==> src/rtl/add_one_arbiter.sv <==
// Round-robin arbiter sharing one add_one server between N_REQ callers.
// Results are routed back to their issuers through an in-order tag FIFO.
module add_one_arbiter #(
  parameter int unsigned N_REQ  = 2,
  parameter int unsigned DATA_W = 32,
  parameter int unsigned DEPTH  = 4
) (
  input  logic                      clk,
  input  logic                      rst,
  input  logic [N_REQ-1:0]          req_x_vld,
  input  logic [N_REQ*DATA_W-1:0]   req_x_data,
  output logic [N_REQ-1:0]          req_x_busy,
  output logic [N_REQ-1:0]          req_ret_vld,
  output logic [DATA_W-1:0]         req_ret_data,
  input  logic [N_REQ-1:0]          req_ret_busy,
  output logic                      srv_x_vld,
  output logic [DATA_W-1:0]         srv_x_data,
  input  logic                      srv_x_busy,
  input  logic                      srv_ret_vld,
  input  logic [DATA_W-1:0]         srv_ret_data,
  output logic                      srv_ret_busy,
  output logic [$clog2(DEPTH):0]    outstanding
);

  localparam int unsigned TagW = $clog2(N_REQ);
  localparam int unsigned PtrW = $clog2(DEPTH);
  localparam int unsigned CntW = PtrW + 1;

  logic                srv_x_vld_q;
  logic [DATA_W-1:0]   srv_x_data_q;
  logic [TagW-1:0]     rr_q;
  logic [TagW-1:0]     tag_mem_q [DEPTH];
  logic [PtrW-1:0]     wr_ptr_q, rd_ptr_q;
  logic [CntW-1:0]     count_q;
  logic                hold_full_q;
  logic [DATA_W-1:0]   hold_data_q;
  logic [TagW-1:0]     hold_tag_q;

  logic                can_issue;
  logic                grant_vld;
  logic [TagW-1:0]     grant_idx;
  logic                ret_accept;
  logic                deliver;

  // The output slot is free if empty or being drained; the FIFO must have room.
  assign can_issue = ~rst & (~srv_x_vld_q | ~srv_x_busy) & (count_q < CntW'(DEPTH));

  always_comb begin : grant_search
    int unsigned idx;
    idx       = 0;
    grant_vld = 1'b0;
    grant_idx = '0;
    for (int unsigned k = 0; k < N_REQ; k++) begin
      idx = 32'(rr_q) + k;
      if (idx >= N_REQ) idx = idx - N_REQ;
      if (!grant_vld && can_issue && req_x_vld[TagW'(idx)]) begin
        grant_vld = 1'b1;
        grant_idx = TagW'(idx);
      end
    end
  end

  always_comb begin
    req_x_busy  = '1;
    req_ret_vld = '0;
    for (int unsigned i = 0; i < N_REQ; i++) begin
      req_x_busy[i]  = ~(grant_vld & (grant_idx == TagW'(i)));
      req_ret_vld[i] = hold_full_q & (hold_tag_q == TagW'(i));
    end
  end

  assign srv_ret_busy = rst | (count_q == '0) | (hold_full_q & req_ret_busy[hold_tag_q]);
  assign ret_accept   = srv_ret_vld & ~srv_ret_busy;
  assign deliver      = hold_full_q & ~req_ret_busy[hold_tag_q];

  always_ff @(posedge clk) begin
    if (rst) begin
      srv_x_vld_q  <= 1'b0;
      srv_x_data_q <= '0;
      rr_q         <= '0;
      wr_ptr_q     <= '0;
      rd_ptr_q     <= '0;
      count_q      <= '0;
      hold_full_q  <= 1'b0;
      hold_data_q  <= '0;
      hold_tag_q   <= '0;
    end else begin
      if (grant_vld) begin
        srv_x_vld_q          <= 1'b1;
        srv_x_data_q         <= req_x_data[grant_idx*DATA_W +: DATA_W];
        tag_mem_q[wr_ptr_q]  <= grant_idx;
        wr_ptr_q             <= wr_ptr_q + 1'b1;
        rr_q                 <= (grant_idx == TagW'(N_REQ - 1)) ? '0 : grant_idx + 1'b1;
      end else if (!srv_x_busy) begin
        srv_x_vld_q <= 1'b0;
      end

      // A load on the same edge as a delivery keeps the slot full.
      if (ret_accept) begin
        hold_data_q <= srv_ret_data;
        hold_tag_q  <= tag_mem_q[rd_ptr_q];
        hold_full_q <= 1'b1;
        rd_ptr_q    <= rd_ptr_q + 1'b1;
      end else if (deliver) begin
        hold_full_q <= 1'b0;
      end

      case ({grant_vld, ret_accept})
        2'b10:   count_q <= count_q + 1'b1;
        2'b01:   count_q <= count_q - 1'b1;
        default: count_q <= count_q;
      endcase
    end
  end

  assign srv_x_vld    = srv_x_vld_q;
  assign srv_x_data   = srv_x_data_q;
  assign req_ret_data = hold_data_q;
  assign outstanding  = count_q;

endmodule

==> config.mk <==
export PLATFORM = sky130hd
export DESIGN_NAME = add_one_arbiter
export DESIGN_NICKNAME = d
export VERILOG_FILES = /design/src/rtl/add_one_arbiter.sv
export SDC_FILE = /design/constraint.sdc
export NUM_CORES = 1
export LEC_CHECK = 0
export CORE_MARGIN = 5
export CORE_UTILIZATION = 44
export DETAILED_ROUTE_END_ITERATION = 6
export HOLD_SLACK_MARGIN = 0.03
export PLACE_DENSITY = 0.87
export SLEW_MARGIN = 20
export SYNTH_ARGS = -nofsm -noshare
export SYNTH_HDL_FRONTEND = slang
export SYNTH_SLANG_ARGS = --single-unit
==> constraint.sdc <==
create_clock -name clk -period 7.1 [get_ports clk]
set_input_delay 1.42 -clock clk [delete_from_list [all_inputs] [get_ports clk]]
set_output_delay 1.42 -clock clk [all_outputs]
set_load 0.02 [all_outputs]
# ---- Yosys cells after proc, flatten, opt, wreduce, memory -nomap -nowiden
# Memory sizes are Yosys's and may differ from the RTL's. A register that Yosys moved wholly into a read port is not among the register bits.
# Cells that the tools add are included.
dict set report word_totals {
  register_bits 74
  latchBits 0
  rom_bits 0
  memories 1
  out_inout_bits 73
  ramBits 4
  input_bits 104
}
# name words word_bits rd rd_ports_with_merged_regs write_ports line_no
set memory_table {}
lappend memory_table {tag_mem_q 4 1 1 1 1 32} ;# logic [TagW-1:0] tag_mem_q [DEPTH];
dict set report op_classes {
  bitwise_logic 21
  shifts 1
  magnitude_cmp 6
  mux 21
  div_mod_pow 0
  eq_ne 3
  addsub 8
  reduce_logical 7
  multipliers 0
}
# op n
set ops {}
lappend ops {{$shiftx A64 B7 Y32} 1}
lappend ops {{$mux W1} 20}
lappend ops {{$and A1 B1 Y1} 9}
lappend ops {{$not A1 Y1} 9}
lappend ops {{$lt A1 B2 Y1 const B} 3}
lappend ops {{$pmux W3 S2} 1}
lappend ops {{$add A2 B1 Y2 const B} 2}
lappend ops {{$reduce_bool A2 Y1} 2}
lappend ops {{$add A3 B1 Y3 const B} 1}
lappend ops {{$logic_and A1 B1 Y1} 3}
lappend ops {{$logic_not A3 Y1} 1}
lappend ops {{$lt A3 B3 Y1 const B} 1}
lappend ops {{$or A1 B1 Y1} 3}
lappend ops {{$sub A3 B1 Y3 const B} 1}
lappend ops {{$add A1 B1 Y2 const B} 1}
lappend ops {{$eq A2 B1 Y1 const B} 1}
lappend ops {{$eq A2 B2 Y1 const B} 1}
lappend ops {{$ge A1 B2 Y1 const B} 1}
lappend ops {{$ge A2 B2 Y1 const B} 1}
lappend ops {{$ne A2 B1 Y1 const B} 1}
lappend ops {{$sub A1 B1 Y1 const B} 2}
lappend ops {{$add A1 B1 Y1 const B} 1}
lappend ops {{$logic_not A1 Y1} 1}

# ---- Logic depth before layout (Yosys ltp)
# Gate-level depths: netlist (run 1).
dict set report logic_depth {
  depth_word 13
  depth_mapped 11
  mapped_depth_nobuf 9
}

# ---- Least setup slack after synthesis (run 1)
# OpenSTA, ideal clock, no wires.
dict set report synth_path {
  path_type {input to output}
  startpoint {in rst}
  endpoint {out req_x_busy[1]}
  required_time_ps 5680
  path_stages 5
  t_arrival_ps 2522
  path_slack_ps 3158
  cell_sequence {clkbuf_1 -> a211o_1 -> nor3_4 -> buf_2 -> inv_1}
}
dict set report synth_between {
  elab_chain_cells 11
}
# item line_no
set synth_lines {}
lappend synth_lines {{from (decl)} 9} ;# input logic rst,
lappend synth_lines {{$not A1 Y1 (*)} 46} ;# assign can_issue = ~rst & (~srv_x_vld_q | ~srv_x_busy) & (count_q < CntW'(DEPTH));
lappend synth_lines {{$and A1 B1 Y1 (*) (2 in series)} 46}
lappend synth_lines {{$logic_and A1 B1 Y1} 56} ;# if (!grant_vld && can_issue && req_x_vld[TagW'(idx)]) begin
lappend synth_lines {{$mux W1} 56}
lappend synth_lines {{$logic_not A1 Y1} 56}
lappend synth_lines {{$logic_and A1 B1 Y1 (2 in series)} 56}
lappend synth_lines {{$mux W1 (*)} 56}
lappend synth_lines {{named net grant_idx} 41} ;# logic [TagW-1:0] grant_idx;
lappend synth_lines {{$and A1 B1 Y1 (*)} 67} ;# req_x_busy[i] = ~(grant_vld & (grant_idx == TagW'(i)));
lappend synth_lines {{$not A1 Y1 (*)} 67}
lappend synth_lines {{to (decl)} 12} ;# output logic [N_REQ-1:0] req_x_busy,
# Mark *: on every way through the listed nets, which the timed path passes. The rest lies on a longest branch.

# ---- Worst setup path after layout (run 1)
dict set report layout_path {
  startpoint {in srv_x_busy}
  endpoint {out req_x_busy[0]}
}
dict set report layout_between {
  elab_chain_cells 13
}
# item line_no
set layout_lines {}
lappend layout_lines {{from (decl)} 18} ;# input logic srv_x_busy,
lappend layout_lines {{$not A1 Y1 (*)} 46}
lappend layout_lines {{$or A1 B1 Y1 (*)} 46}
lappend layout_lines {{$and A1 B1 Y1 (*) (2 in series)} 46}
lappend layout_lines {{$logic_and A1 B1 Y1} 56}
lappend layout_lines {{$mux W1} 56}
lappend layout_lines {{$logic_not A1 Y1} 56}
lappend layout_lines {{$logic_and A1 B1 Y1 (2 in series)} 56}
lappend layout_lines {{$mux W1} 56}
lappend layout_lines {{$not A1 Y1} 67}
lappend layout_lines {{$and A1 B1 Y1 (*)} 67}
lappend layout_lines {{$not A1 Y1 (*)} 67}
# Every way passes the cells marked *; elsewhere a longest branch is shown, timed or not.

==> flow_summary.ini, run 1 <==
[power_and_ir_drop]
p_int_mw = 0.973
swShare_pct = 28.2
ir_drop_uv = 129
total_power_mw = 1.35
leakage_nw = 2.26
power_density_nw_per_um2 = 241
power_frac_seq_pct = 39.8
pwr-share-comb_pct = 29.5
power.switching_mw = 0.382
clkPwrFrac_pct = 30.7

[final_layout]
n_fill_cell = 613
drive_above_1_share_pct = 11.9
postLayoutCellArea_um2 = 5630
n_antenna_cell = 0
synthToLayoutAreaGrowth_pct = 55.7
layout_commonest_cell = clkdlybuf4s50_1
mostFrequentLayoutCells = 175 x clkdlybuf4s50_1, 75 x dfxtp_1, 37 x a21oi_1
nNetsFinal = 611

[global_route]
antenna_found_initial = 0
grt_overflow = 0
grt_pass1_wl_mm = 15.6
grt_max_degree = 54
track_usage_pct = 19.4
grt_pass1_vias = 3164

[placed_design]
io_buffers = 176
dpl_worst_slack_ps = 2280
place_area_um2 = 5370
hpwl_mm = 7.60
gp_congestion = 0.850

[sta]
hold_viol_final = 0
max_slew.worst_pin.slew_ps = 992
period_share_pct = 68.1
maxSlewHeadroom_pct = 33.9
drv_slew = 0
worst_slack_ps = 2270
fin_worst_skew_ps = 13.6
hold_ws_ps = 517
setup_viol = 0
timing.fmax_mhz = 207
rsz0062_at_grt = false
fin_setup_tns_ps = 0
fin_crit_ps = 4830

[floorplanning]
num_rows = 33
dieWidth_um = 101
boundaryPins = 177
die_y_um = 101
initial_core_util_pct = 44.7
die_area_um2 = 10100
core-area_um2 = 8090

[yosys]
synth_ff_type = dfxtp_1
synth.yosys.seq_area_share_pct = 44.9
syn_inst = 338
synthArstFlopShare_pct = 0
syn_nets = 448
synth-edff-count = 4
synth.distinct_cells = 38
syn_area_um2 = 3610
ys_ff_latch = 79
syn_avg_cell_area_um2 = 10.7
ys.warnings.count = 0

[setup_path]
required_ps = 5680
endpoint_kind = output pin
worstSetupPathType = primary input to output pin
start_kind = primary input
arrival_ps = 3410
r2r_start = hold_tag_q
cp-startpoint = srv_x_busy
rr_worst_depth = 9
path_max_fanout = 40

[outcome]
run_status = finished clean

[routing]
drtIter0Drc = 88
wl_per_cell_um = 16.7
viasPerCell = 5.15
ant_nets = 0
num_vias = 3144
drc = 0
drt-pass1-iter-count = 4
wirelength_mm = 10.2

[cts]
clock-root-buffer = clkbuf_8
cts_hold_buf = 0
cts_resized = 0
clock_latency_ps = 340
cts_buffer_depth = 2
cts_made_buffers = 9
clkSinkCount = 79
cts_tree = done
htree_num_levels = 3
postCtsSetupRepairBufs = 0
path_clk_slew_ps = 70

[hold_path]
hold_path.class = register to register
hold_start = rd_ptr_q[0]
hold_depth = 1

[flow_run]
cap_violations = 0
==> final timing paths <==
check | endpoint | slack [ps]
setup reg to reg | outstanding[2] | 4180
hold / removal | rd_ptr_q[0] | 520
setup / recovery | req_x_busy[0] | 2270
hold reg to reg | rd_ptr_q[0] | 520
==> final cells by class <==
cell class	instances	area, um^2	share of cell area (%)
multi-input cells	218	1780	31.7
clock buffers	10	138	2.45
repair buffers	180	1790	31.8
clock inverters	6	116	2.07
well taps	105	131	2.33
flip-flops and latches	79	1620	28.8
inverters	13	48.8	0.867
==> registers in the layout, summed over array words and instances (netlist names), 2 cells and up <==
name          cells
srv_x_data       32
outstanding       3
wr_ptr_q          2
tag_mem_q         4
rd_ptr_q          2
req_ret_data     32
==> through the flow <==
stage | util [%] | instances
6_report | 69.5 | 611
5_1_grt | 69.5 | 611
4_1_cts | 69.5 | 611
3_5_place_dp | 66.4 | 595
3_3_place_gp | 66.4 | 595
2_1_floorplan | - | 338
==> cells in the mapped netlist (5+ instances only) <==
| cell | number | area share (%) |
|---|---|---|
| a21oi_1 | 37 | 5.1 |
| a221o_1 | 32 | 8.9 |
| and3_1 | 5 | 0.87 |
| buf_2 | 9 | 1.2 |
| clkbuf_1 | 15 | 1.6 |
| dfxtp_1 | 75 | 42 |
| ha_1 | 5 | 1.7 |
| inv_1 | 13 | 1.4 |
| mux2_2 | 7 | 2.2 |
| mux2_4 | 27 | 11 |
| nand2b_1 | 33 | 5.7 |
| nor2_1 | 7 | 0.73 |
| nor2b_1 | 34 | 5.9 |
==> kinds of logic after synthesis <==
| group | count (synthesis) | synth area share [%] |
|---|---|---|
| buf+inv | 41 | 5.99 |
| mux | 36 | 14.3 |
| flops | 79 | 44.9 |
| xor+xnor | 2 | 0.485 |
| simple gates | 93 | 15.6 |
| compound gates | 81 | 16.4 |
| fa+ha+maj | 6 | 2.29 |
==> power groups by stage <==
stage / Clock [mW] / Sequential, mW / Combinational, mW
after floorplan: 0 / 0.604 / 0.158
after global placement: 0 / 0.546 / 0.392
after detailed placement: 0 / 0.548 / 0.401
after CTS: 0.425 / 0.539 / 0.403
after global routing: 0.445 / 0.545 / 0.425
final: 0.416 / 0.539 / 0.400
==> per-layer routing <==
metal / up-vias / track usage (%) / wire, um
li1: 1519 / - / -
met1: 1478 / 24.1 / 4420
met2: 136 / 32.1 / 4760
met3: 11 / 6.57 / 874
met4: 0 / 5.08 / 119
met5: - / 0 / 0
==> critical path, stage by stage <==
cell and delay (ps):
clkdlybuf4s50_1 480, a211oi_4 250, buf_4 380, and3_1 260
inv_1 60, clkdlybuf4s50_1 540
No activity file was read; power rests on OpenSTA's default activity.
==> inputs of run 2 (changes only) <==
- CORE_UTILIZATION: 44 -> 41
- PLACE_DENSITY: 0.87 -> 0.82
- clock period: 7.1 -> 5.02 ns (I/O delays scaled with it)
==> run 2 against run 1 <==
Net effect: critical endpoint is now req_x_busy[1]; core utilization shrank 4.7 points; non-clock buffer count grew 1; worst hold slack lost 13 ps; first-iteration DRC count grew 28%; largest power group unchanged; worst setup slack lost 930 ps; clock skew shrank 3.8 ps; critical path depth shrank 1; clock power grew 19%; sequential cell count is the same.
==> flow_summary.ini, run 2 (synthesized netlist as in run 1, its figures left out) <==
[routing]
drt-pass1-iter-count = 7
num_vias = 3166
wirelength_mm = 10.2
ant_nets = 0
wl_per_cell_um = 16.6
drc = 0
drtIter0Drc = 113
viasPerCell = 5.15

[sta]
setup_viol = 0
hold_ws_ps = 504
hold_viol_final = 0
period_share_pct = 73.4
maxSlewHeadroom_pct = 52.8
fin_setup_tns_ps = 0
fin_worst_skew_ps = 9.74
timing.fmax_mhz = 271
rsz0062_at_grt = false
fin_crit_ps = 3690
drv_slew = 0
max_slew.worst_pin.slew_ps = 708

[final_layout]
n_antenna_cell = 0
mostFrequentLayoutCells = 175 x clkdlybuf4s50_1, 75 x dfxtp_1, 37 x a21oi_1
layout_commonest_cell = clkdlybuf4s50_1
synthToLayoutAreaGrowth_pct = 54.8
drive_above_1_share_pct = 11.6
postLayoutCellArea_um2 = 5590
final_core_util_pct = 64.8
n_fill_cell = 699
nNetsFinal = 612

[setup_path]
endpoint_kind = output pin
worstSetupPathType = primary input to output pin
arrival_ps = 2680
start_kind = primary input
rr_worst_depth = 9
r2r_start = hold_tag_q
cp-startpoint = srv_x_busy
required_ps = 4020
path_max_fanout = 4

[global_route]
grt_overflow = 0
grt_max_degree = 44
track_usage_pct = 18.2
antenna_found_initial = 0
grt_pass1_vias = 3164
grt_pass1_wl_mm = 16.3

[hold_path]
hold_path.class = register to register
hold_start = rd_ptr_q[0]
hold_depth = 1

[power_and_ir_drop]
leakage_nw = 2.25
power_density_nw_per_um2 = 326
ir_drop_uv = 178

[cts]
htree_num_levels = 3
cts_made_buffers = 9
cts_buffer_depth = 2
postCtsSetupRepairBufs = 0
cts_resized = 0
path_clk_slew_ps = 70
clock_latency_ps = 340
cts_hold_buf = 0
clock-root-buffer = clkbuf_8
clkSinkCount = 79
cts_tree = done

[floorplanning]
die_area_um2 = 10800
die_y_um = 104
dieWidth_um = 104
initial_core_util_pct = 41.8
boundaryPins = 177
num_rows = 34
core-area_um2 = 8640

[outcome]
run_status = finished clean

[placed_design]
gp_congestion = 0.785
place_area_um2 = 5380
io_buffers = 176
hpwl_mm = 7.41

[flow_run]
cap_violations = 0
[run 2: area by class of cell]
| cell class | instances | area [um^2] | area share [%] |
|---|---|---|---|
| sequential | 79 | 1620 | 29.0 |
| clock inverter | 3 | 40.0 | 0.716 |
| tap | 108 | 135 | 2.42 |
| multi-input combinational | 218 | 1780 | 31.9 |
| timing repair buffer | 181 | 1790 | 32.1 |
| clock buffer | 13 | 170 | 3.04 |
| inverter | 13 | 48.8 | 0.872 |
[run 2: path summary, 6_finish.rpt]
check                         to  slack, ps
setup / recovery   req_x_busy[1]       1330
hold reg to reg      rd_ptr_q[0]        500
hold / removal       rd_ptr_q[0]        500
setup reg to reg  outstanding[2]       2630
[run 2: worst max-delay path: stages]
cell	delay, ps
clkdlybuf4s50_1	480
a211o_1	400
nor3_4	200
inv_1	60
clkdlybuf4s50_1	530
[run 2: metrics by stage]
stage | power, mW | instances | setup WS [ps]
finish | 1.82 | 615 | 1330
global route | 1.91 | 615 | 1240
CTS | 1.84 | 615 | 1320
detailed placement | 1.34 | 599 | 1340
global placement | 1.33 | 599 | 1340
floorplan | 1.08 | 338 | 1900
[run 2: report_power, final]
group          internal, mW  leakage, nW  switching [mW]
clock                 0.273        0.109           0.224
combinational         0.316         1.48           0.252
sequential            0.712        0.653          0.0477
total                  1.30         2.25           0.524
[run 2: metal layers]
layer / vias to the layer above / wire length, um / track usage, %
met2: 141 / 4710 / 28.9
met3: 11 / 1050 / 7.82
met1: 1491 / 4280 / 22.1
li1: 1523 / - / -
met4: 0 / 174 / 6.57
met5: - / 0 / 0
==> inputs of run 3 (changes only) <==
- CORE_UTILIZATION: 41 -> 37
- PLACE_DENSITY: 0.82 -> 0.78
- clock period: 5.02 -> 3.2 ns (I/O delays scaled with it)
==> run 3 against run 2 <==
Net effect: worst hold slack worse by 1.0 ps; sequential share of layout area is 0.12 points lower; wire length is 0.73% higher; critical path depth stayed put; clock power is 43% higher; first-iteration DRC count is 12% higher; register-to-register slack worse by 1800 ps; critical endpoint unchanged; via count is 0.73% higher; count of clock-buffer cells in the layout is 3 lower.
==> flow_summary.ini, run 3 (synthesized netlist as in run 1, its figures left out) <==
[cts]
path_clk_slew_ps = 80
clock-root-buffer = clkbuf_8
postCtsSetupRepairBufs = 0
cts_hold_buf = 0
cts_buffer_depth = 2
htree_num_levels = 3
clkSinkCount = 79
clock_latency_ps = 350
cts_resized = 0
cts_made_buffers = 9
cts_tree = done

[sta]
hold_ws_ps = 503
timing.fmax_mhz = 340
rsz0062_at_grt = false
fin_setup_tns_ps = 0
max_slew.worst_pin.slew_ps = 721
hold_viol_final = 0
fin_crit_ps = 2940
worst_slack_ps = 257
period_share_pct = 92.0
maxSlewHeadroom_pct = 51.9
setup_viol = 0
drv_slew = 0
fin_worst_skew_ps = 14.0

[routing]
drc = 0
wirelength_mm = 10.3
ant_nets = 0
wl_per_cell_um = 16.0
drtIter0Drc = 127
viasPerCell = 4.97
num_vias = 3189
drt-pass1-iter-count = 4

[setup_path]
path_max_fanout = 4
required_ps = 2560
worstSetupPathType = primary input to output pin
arrival_ps = 2300
start_kind = primary input
r2r_start = hold_tag_q
reg2reg_slack_ps = 790
endpoint_kind = output pin
rr_worst_depth = 9
cp-startpoint = srv_x_busy
worst_r2r_endpoint = outstanding[2]

[placed_design]
io_buffers = 176
gp_congestion = 0.765
hpwl_mm = 7.46
place_inst = 626
place_area_um2 = 5430
dpl_worst_slack_ps = 175

[final_layout]
n_antenna_cell = 0
postLayoutCellArea_um2 = 5620
final_core_util_pct = 58.3
layout.cells.non_filler = 642
synthToLayoutAreaGrowth_pct = 55.5
layout_commonest_cell = clkdlybuf4s50_1
mostFrequentLayoutCells = 175 x clkdlybuf4s50_1, 75 x dfxtp_1, 37 x a21oi_1
nNetsFinal = 614
n_fill_cell = 825
drive_above_1_share_pct = 12.4

[power_and_ir_drop]
total_power_mw = 2.79
leakage_nw = 2.24
ir_drop_uv = 237
power_density_nw_per_um2 = 497

[global_route]
track_usage_pct = 17.1
grt_overflow = 0
grt_pass1_wl_mm = 16.2
antenna_found_initial = 0
grt_max_degree = 47
grt_pass1_vias = 3212

[floorplanning]
initial_core_util_pct = 37.5
dieWidth_um = 109
die_y_um = 109
die_area_um2 = 11800
boundaryPins = 177
core-area_um2 = 9640
num_rows = 36

[hold_path]
hold_depth = 1
hold_start = rd_ptr_q[0]
hold_path.class = register to register
worst_hold_path.endpoint = rd_ptr_q[0]

[flow_run]
cap_violations = 0

[outcome]
run_status = finished clean
==> run 3: cell types whose count changed in the layout (fill, tap and decap cells not counted) <==
cell,before,now
inv_6,0,3
clkbuf_1,2,0
clkinv_2,2,0
bufinv_16,1,0
clkbuf_16,1,0
buf_4,5,7
clkinv_4,0,1
clkinvlp_4,0,2
==> run 3: worst max path at each step <==
stage | to | slack (ps) | depth (start not counted)
6_report | req_x_busy[1] | 260 | 5
5_1_grt | req_x_busy[1] | 200 | 5
4_1_cts | req_x_busy[1] | 250 | 5
3_5_place_dp | outstanding[2] | 170 | 10
3_3_place_gp | outstanding[2] | 230 | 10
2_1_floorplan | outstanding[2] | 440 | 11
==> run 3: power breakdown <==
group / internal, mW / switching (mW)
Clock: 0.313 / 0.397
Sequential: 1.12 / 0.0737
Combinational: 0.497 / 0.396
==> run 3: area by class of cell <==
cell class	instances	area, um^2	area share (%)
Sequential cell	79	1620	28.9
Clock buffer	10	138	2.45
Tap cell	133	166	2.96
Multi-Input combinational cell	218	1780	31.8
Inverter	13	48.8	0.869
Clock inverter	6	50.0	0.891
Timing Repair Buffer	183	1810	32.2
==> run 3: critical path, cell delays in order <==
cell and delay [ps]:
clkdlybuf4s50_1 480, a211o_1 390, nor3_4 190, inv_1 60, clkdlybuf4s50_1 540
==> run 3: layer usage <==
layer	vias up	global-route usage, %	wire, um
met5	-	0	0
met1	1515	21.7	4400
met2	133	27.5	4840
li1	1530	-	-
met3	11	5.45	899
met4	0	6.13	146
